File: src/rtl/mul_seq_n.sv
// ---------------------------------------------------------------------------
// mul_seq_n -- sequential shift-add multiplier, N x N -> 2N bits.
//
// Computes one product per transaction, unsigned or two's-complement signed
// (chosen per operation by signed_mode). The operand magnitudes are multiplied
// unsigned, one multiplier bit per cycle, and the sign is applied on the last
// step. A transaction takes N RUN cycles; the minimum initiation interval is
// N+2 cycles (accept, N RUN edges, DONE handshake).
//
// Ports
//   clk          rising-edge clock
//   rst          asynchronous, active-high reset
//   in_valid     producer offers a, b, signed_mode
//   in_ready     block is IDLE and will take operands on the next edge
//   a, b         N-bit multiplicand / multiplier
//   signed_mode  1: operands and result are two's complement, 0: unsigned
//   out_valid    res holds a completed product (held until out_ready)
//   out_ready    consumer accepts res
//   res          2N-bit product
// ---------------------------------------------------------------------------
module mul_seq_n #(
   parameter int N = 8
) (
   input  logic             clk,
   input  logic             rst,
   input  logic             in_valid,
   output logic             in_ready,
   input  logic [N-1:0]     a,
   input  logic [N-1:0]     b,
   input  logic             signed_mode,
   output logic             out_valid,
   input  logic             out_ready,
   output logic [2*N-1:0]   res
);

   localparam int CW = $clog2(N) + 1;

   typedef enum logic [1:0] {
      IDLE = 2'd0,
      RUN  = 2'd1,
      DONE = 2'd2
   } state_t;

   state_t           state_q,     state_d;
   logic [2*N-1:0]   acc_q,       acc_d;
   logic [2*N-1:0]   mcand_q,     mcand_d;
   logic [N-1:0]     mplier_q,    mplier_d;
   logic             neg_q,       neg_d;
   logic [CW-1:0]    cnt_q,       cnt_d;
   logic [2*N-1:0]   res_q,       res_d;
   logic             in_ready_q,  in_ready_d;
   logic             out_valid_q, out_valid_d;

   logic [N-1:0]     abs_a;
   logic [N-1:0]     abs_b;
   logic [2*N-1:0]   acc_step;

   always_comb begin
      // NOTE: every _d takes its _q value first, so no path through the case
      // leaves a variable unassigned and no latch is inferred.
      state_d  = state_q;
      acc_d    = acc_q;
      mcand_d  = mcand_q;
      mplier_d = mplier_q;
      neg_d    = neg_q;
      cnt_d    = cnt_q;
      res_d    = res_q;

      // Magnitudes. The most negative value negates to itself, which read as
      // unsigned N bits is exactly its magnitude, so it needs no special case.
      abs_a = (signed_mode && a[N-1]) ? ({N{1'b0}} - a) : a;
      abs_b = (signed_mode && b[N-1]) ? ({N{1'b0}} - b) : b;

      // One shift-add step; the accumulator never exceeds (2^N-1)^2.
      acc_step = mplier_q[0] ? (acc_q + mcand_q) : acc_q;

      case (state_q)
         IDLE: begin
            if (in_valid) begin
               mcand_d  = {{N{1'b0}}, abs_a};
               mplier_d = abs_b;
               neg_d    = signed_mode & (a[N-1] ^ b[N-1]);
               acc_d    = '0;
               cnt_d    = '0;
               state_d  = RUN;
            end
         end
         RUN: begin
            acc_d    = acc_step;
            mcand_d  = mcand_q << 1;
            mplier_d = mplier_q >> 1;
            cnt_d    = cnt_q + CW'(1);
            // Final step: sign is applied to the just-computed sum in the
            // same edge, so res is ready together with out_valid.
            if (cnt_q == CW'(N - 1)) begin
               res_d   = neg_q ? ({(2*N){1'b0}} - acc_step) : acc_step;
               state_d = DONE;
            end
         end
         DONE: begin
            if (out_ready) begin
               state_d = IDLE;
            end
         end
         default: begin
            state_d = IDLE;
         end
      endcase

      // Handshake outputs are registered decodes of the next state, so
      // neither has a combinational path from in_valid or out_ready.
      in_ready_d  = (state_d == IDLE);
      out_valid_d = (state_d == DONE);
   end

   always_ff @(posedge clk or posedge rst) begin
      if (rst) begin
         state_q     <= IDLE;
         acc_q       <= '0;
         mcand_q     <= '0;
         mplier_q    <= '0;
         neg_q       <= 1'b0;
         cnt_q       <= '0;
         res_q       <= '0;
         in_ready_q  <= 1'b1;
         out_valid_q <= 1'b0;
      end else begin
         // NOTE: non-blocking assignments so every flop samples the pre-edge
         // values computed above, independent of statement order.
         state_q     <= state_d;
         acc_q       <= acc_d;
         mcand_q     <= mcand_d;
         mplier_q    <= mplier_d;
         neg_q       <= neg_d;
         cnt_q       <= cnt_d;
         res_q       <= res_d;
         in_ready_q  <= in_ready_d;
         out_valid_q <= out_valid_d;
      end
   end

   assign in_ready  = in_ready_q;
   assign out_valid = out_valid_q;
   assign res       = res_q;

endmodule

File: config.mk
export PLATFORM = sky130hd
export DESIGN_NAME = mul_seq_n
export DESIGN_NICKNAME = d
export VERILOG_FILES = /design/src/rtl/mul_seq_n.sv
export SDC_FILE = /design/constraint.sdc
export NUM_CORES = 1
export LEC_CHECK = 0
export CAP_MARGIN = 20
export CORE_MARGIN = 5
export CORE_UTILIZATION = 50
export CTS_CLUSTER_SIZE = 8
export DETAILED_ROUTE_END_ITERATION = 8
export DONT_BUFFER_PORTS = 1
export PLACE_DENSITY_LB_ADDON = 0.2
export SLEW_MARGIN = 40
export SYNTH_ARGS = -nofsm -noshare
export SYNTH_HDL_FRONTEND = slang
export SYNTH_SLANG_ARGS = --single-unit
File: constraint.sdc
create_clock -name clk -period 8.1 [get_ports clk]
set_clock_uncertainty 0.1 [all_clocks]
set_input_delay 0.81 -clock clk [delete_from_list [all_inputs] [get_ports clk]]
set_output_delay 0.81 -clock clk [all_outputs]
set_load 0.01 [all_outputs]
==> results of run 1 <==
-- cell type report --
type	count	area [um2]
multi-input combinational	383	2527
sequential	65	1629
tap	105	131.4
fill	769	3692
clock buffer	14	172.7
inverter	16	60.06
timing repair buffer	3	26.28
clock inverter	2	60.06
-- path summary, 6_finish.rpt --
check	slack [ns]	startpoint	to	cells after the start
min in group asynchronous	0.39	rst	acc_q[1]$_DFFE_PP0P_	2
hold reg to reg	0.38	mplier_q[1]$_DFFE_PP0P_	mplier_q[1]$_DFFE_PP0P_	2
hold / removal	0.38	mplier_q[1]$_DFFE_PP0P_	mplier_q[1]$_DFFE_PP0P_	2
setup / recovery	4.73	mcand_q[0]$_DFFE_PP0P_	res[14]$_DFFE_PP0P_	10
max in group asynchronous	7.10	rst	mplier_q[0]$_DFFE_PP0P_	2
setup reg to reg	4.73	mcand_q[0]$_DFFE_PP0P_	res[14]$_DFFE_PP0P_	10
-- power by group --
group,internal (mW),switching (mW)
registers,0.443,0.148
clock network,0.199,0.121
logic,0.321,0.471
-- worst reg2reg max path, cell delays in order, from the launching register on --
cell,delay [ns]
dfrtp_1,0.41
ha_1,0.25
fa_1,0.47
xor2_1,0.19
mux2i_1,0.36
nand4_1,0.24
nor4_1,0.40
o211ai_1,0.24
o41ai_2,0.35
xor2_1,0.17
o21ai_1,0.07
-- state kept, by name, indices dropped and copies added (netlist names), 2 cells and up --
| name | cells |
|---|---|
| state_q | 2 |
| cnt_q | 4 |
| res | 16 |
| mcand_q | 16 |
| mplier_q | 8 |
| acc_q | 16 |
-- metal layers --
metal	up-vias	track usage [%]
li1	1787	-
met1	1687	29.15
met2	128	31.23
met3	9	4.804
met4	0	6.275
met5	-	0
-- kinds of logic (layout without fill, tap and decap cells) --
group | count (synthesis) | in the layout | synth area share, %
AOI/OAI and AO/OA | 171 | 171 | 27.37
xor gates and xnor gates | 24 | 24 | 4.881
adders and majority gates | 20 | 20 | 5.985
buffers and inverters | 40 | 35 | 3.719
DFF | 65 | 65 | 37.80
muxes | 7 | 7 | 1.685
and+or+nand+nor | 161 | 161 | 18.56
-- metrics by stage --
stage | utilization (%) | instance area [um2]
CTS | 55.47 | 4603
global placement | 52.59 | 4364
detailed placement | 52.66 | 4370
floorplan | - | 4307
finish | 55.51 | 4607
global route | 55.51 | 4607
-- layout by cell type (no fill, tap or decap), types with 3 or more instances in the layout --
cell type,n
a211oi_1,3
or3_1,4
nand3b_1,4
o21ai_1,7
nor2_1,21
a22oi_1,11
inv_1,15
xor2_1,11
nor2b_1,3
mux2i_1,5
nand3_1,10
a32o_1,3
nor3_1,13
o2111ai_1,4
o31ai_1,5
a21oi_1,23
ha_1,19
and3_1,4
nand2b_1,9
o211ai_2,3
a31oi_1,6
dfrtp_1,63
xnor2_1,13
o21ai_0,54
nand2_1,70
o211ai_1,6
nand4_1,7
o21a_1,4
a22o_1,15
a21o_1,3
clkbuf_8,12
==> results_dict.tcl, run 1 <==
set metrics [dict create \
    die_w_um 102.8 \
    final_hold_viol_count 0 \
    wl_per_cell_um 16.89 \
    synth.most_common_cell "nand2_1" \
    ir_worst_vdd_mv 0.1845 \
    powerDensity_nw_per_um2 369.7 \
    status "finished, final reports clean" \
    power_leakage_nw 1.955 \
    synth_common_cells "nand2_1 (70), dfrtp_1 (64), o21ai_0 (54)" \
    stdcell_count 588 \
    period_minus_slack_ns 3.373 \
    die-area_um2 10570 \
    gp_congestion 0.9009 \
    critical_path.top_delay_family "adder cells" \
    drive_above_1_share_pct 7.867 \
    route.detailed.drc 0 \
    vias 3611 \
    rsz0062_at_grt "no" \
    wl_met2_um 4333 \
    max_freq_mhz 296.4 \
    yosysTopAreaCell "dfrtp_1" \
    wl_met3_um 698 \
    start_util_pct 51.89 \
    drtAntennaViolNets 0 \
    worstPathRequired_ns 8.21 \
    place_ws_ns 4.756 \
    crit_path_frequent_cell "xor2_1" \
    area_growth_pct 6.973 \
    synth_area_leaders "dfrtp_1 (37%), o21ai_0 (6.3%), nand2_1 (6.1%)" \
    slowest_stage "fa_1" \
    wl_met1_um 4793 \
    grt_pass1_vias 3538 \
    grt_usage_pct 20.54 \
    antennaDiodeCount 0 \
    fp.dieH_um 102.8 \
    tritoncts "yes" \
    cp-start-kind "register" \
    synth.yosys.warnings 0 \
    cts_root_buffer "clkbuf_8" \
    grt_pass1_wl_um 17280 \
    drv_slew 0 \
    synth_top_area_share_pct 37.19 \
    synthArstFlopShare_pct 100.0 \
    tightest_slew_ns 0.6771 \
    max_cap_viol_count 0 \
    synth_edf_count 0 \
    dp_cells 572 \
    clk_pin_slew_ns 0.07 \
    cts_resized 0 \
    cts_made_buffers 9 \
    synthCells 488 \
    routed.top_layer "met4" \
    critical_path_buf_inv_count 0 \
    drt-pass1-iter-count 7 \
    drt_wl_total_um 9933 \
    cts_hold_buf 0 \
    synthesis.area_um2 4307 \
    relSlewSlack_pct 54.77 \
    max_stage_delay_ns 0.47 \
    via_per_inst 6.141 \
    fin_ws_ns 4.727 \
    fin_crit_sh_pct 41.65 \
    synth-main-ff-cell "dfrtp_1" \
    setup_viol 0 \
    synth_seq_cells 65 \
    grt_max_degree 66 \
    critPathKind "register to register" \
    synth_fp_nets 529 \
    antenna_found_initial 0 \
    worstSetupEndpointType "register" \
    whs_ns 0.3841 \
    cp_cell_sequence "ha_1, fa_1, xor2_1, mux2i_1, nand4_1, nor4_1, o211ai_1, o41ai_2, xor2_1, o21ai_1" \
    hpwl_um 7187 \
    htree_num_levels 3 \
    worst-path-max-fanout 4 \
    total_power_mw 1.703 \
    finalNetCount 519 \
    seq_area_frac_synth_pct 37.80 \
    portBuffers 0 \
    synth_cell_types 67 \
    coreArea_um2 8299 \
    postCtsSetupBuffers 0 \
    drt-initial-drc-count 233 \
    hp-class "register to register" \
    rows 33 \
    pin_count 39 \
    cts_sinks 65 \
    avgSynthCellArea_um2 8.825 \
    tns_ns 0 \
    clockBufferDepth 2 \
    clock_latency_ns 0.34 \
    critPathArrivalTime_ns 3.48 \
    grt_overflow 0 \
]
Note: power is estimated with default switching activity, not from simulation.
==> run 2: changes to the inputs <==
- clock period: 8.1 -> 3 ns (I/O delays scaled with it)
==> run 2 against run 1 <==
Against the previous run:
- worst hold slack worse by 0.38 ns
- critical endpoint is now res[15]$_DFFE_PP0P_
- non-clock buffer count up 37
- first-iteration DRC count unchanged
- fmax up 13%
==> results_dict.tcl, run 2 (synthesized netlist as in run 1, its figures left out) <==
set metrics [dict create \
    status "finished, final reports clean" \
    worstSetupEndpointType "register" \
    critPathKind "register to register" \
    final_area_um2 4992 \
    finalNetCount 556 \
    clock_power_share_pct 15.2 \
    area_growth_pct 15.92 \
    cts_root_buffer "clkbuf_8" \
    max_cap_viol_count 0 \
    rsz0062_at_grt "yes" \
    critical_path.top_delay_family "compound AO/OA/AOI/OAI gates" \
    comb_power_share_pct 53.5 \
    via_per_inst 6.027 \
    tightest_slew_ns 0.6978 \
    clock_latency_ns 0.35 \
    grt_overflow 0 \
    final_util_pct 60.15 \
    powerDensity_nw_per_um2 1005 \
    fin_ws_ns 0.02132 \
    route.detailed.drc 0 \
    antennaDiodeCount 0 \
    cts_sinks 65 \
    coreArea_um2 8299 \
    clockBufferDepth 2 \
    final_cell_mix "nand2_1 (70), dfrtp_1 (64), o21ai_0 (52)" \
    place_ws_ns -0.1249 \
    cp_cell_sequence "buf_6, fa_2, a211oi_4, buf_4, o21ai_2, nand4_1, o221ai_2, or3b_4, o41ai_4, xnor2_1, o21ai_1" \
    die-area_um2 10570 \
    routed.top_layer "met4" \
    fp.dieH_um 102.8 \
    fin_crit_sh_pct 99.29 \
    dpl-instance-area_um2 4572 \
    clk_pin_slew_ns 0.08 \
    power_leakage_nw 2.143 \
    critPathArrivalTime_ns 3.11 \
    ir_worst_vdd_mv 0.5119 \
    max_freq_mhz 335.7 \
    period_minus_slack_ns 2.979 \
    drt_wl_total_um 10500 \
    power.switching_mw 2.193 \
    final_hold_viol_count 0 \
    grt_usage_pct 20.58 \
    grt_max_degree 46 \
    drive_above_1_share_pct 16.54 \
    cts_made_buffers 9 \
    die_w_um 102.8 \
    grt_pass1_wl_um 17170 \
    drv_slew 0 \
    antenna_found_initial 0 \
    max_stage_delay_ns 0.42 \
    switching_share_pct 43.73 \
    wl_met3_um 663 \
    fill_cells 726 \
    wl_per_cell_um 16.80 \
    htree_num_levels 3 \
    grt_pass1_vias 3617 \
    hpwl_um 7414 \
    worstPathRequired_ns 3.13 \
    hp-class "input port to register" \
    pwr-share-seq_pct 31.3 \
    whs_ns 0.006549 \
    pin_count 39 \
    slowest_stage "dfrtp_1" \
    drt-initial-drc-count 233 \
    portBuffers 0 \
    worst-path-max-fanout 3 \
    wl_met2_um 4777 \
    setup_viol 0 \
    drt-pass1-iter-count 5 \
    vias 3767 \
    final_common_cell "nand2_1" \
    rows 33 \
    critical_path_buf_inv_count 2 \
    cp-start-kind "register" \
    wl_met1_um 4919 \
    tritoncts "yes" \
    drtAntennaViolNets 0 \
    relSlewSlack_pct 53.38 \
    p_int_mw 2.822 \
    start_util_pct 51.89 \
    gp_congestion 0.8808 \
]
-- run 2: repair_timing --
action	4_1_cts	5_1_grt
hold endpoints to repair	29	0
hold buffers	2	0
gates resized for setup	9	18
endpoints found under the setup margin	4	6
buffers inserted	5	4
pin swaps	11	14
-- run 2: power groups by stage --
stage	combinational [mW]	clock, mW	sequential, mW
floorplan	1.82	0	1.44
global placement	2.34	0	1.57
detailed placement	2.40	0	1.58
CTS	2.52	0.781	1.56
global route	2.95	0.817	1.63
finish	2.68	0.764	1.57
-- run 2: metal layers --
| layer | track usage (%) | vias to the layer above |
|---|---|---|
| met5 | 0 | - |
| met4 | 7.072 | 0 |
| met3 | 4.533 | 12 |
| met2 | 32.22 | 102 |
| met1 | 28.32 | 1798 |
| li1 | - | 1855 |
-- run 2: layout make-up --
| cell class | count | area (um2) | share of cell area (%) |
|---|---|---|---|
| well taps | 105 | 131.4 | 2.632 |
| repair buffers | 40 | 329.1 | 6.591 |
| inverters | 16 | 60.06 | 1.203 |
| flip-flops and latches | 65 | 1628 | 32.61 |
| clock inverters | 3 | 40.04 | 0.8020 |
| clock buffers | 13 | 158.9 | 3.183 |
| multi-input cells | 383 | 2645 | 52.98 |
-- run 2: worst reg2reg max path, delay by kind of cell, from the launching register on --
kind | cells | cell delay [ns]
buffers and inverters | 2 | 0.29
DFF | 1 | 0.42
xor gates and xnor gates | 1 | 0.16
and+or+nand+nor | 2 | 0.58
AOI/OAI and AO/OA | 5 | 0.90
adders and majority gates | 1 | 0.41
-- run 2: final timing paths --
kind	from	end	slack (ns)	cells past startpoint
max reg2reg	acc_q[1]$_DFFE_PP0P_	res[15]$_DFFE_PP0P_	0.02	11
min	out_ready	state_q[1]$_DFF_PP0_	0.007	1
max	acc_q[1]$_DFFE_PP0P_	res[15]$_DFFE_PP0P_	0.02	11
max in group asynchronous	rst	res[7]$_DFFE_PP0P_	1.76	3
min reg2reg	mplier_q[1]$_DFFE_PP0P_	mplier_q[1]$_DFFE_PP0P_	0.39	2
min in group asynchronous	rst	mcand_q[7]$_DFFE_PP0P_	0.41	2
-- run 2: stage by stage --
stage	std cells	TNS [ns]	power, mW
3_5_place_dp	598	-0.2504	3.979
3_3_place_gp	598	-0.1056	3.906
5_1_grt	625	-0.3613	5.398
4_1_cts	621	-0.09837	4.864
6_report	625	0	5.015
2_1_floorplan	488	0	3.255
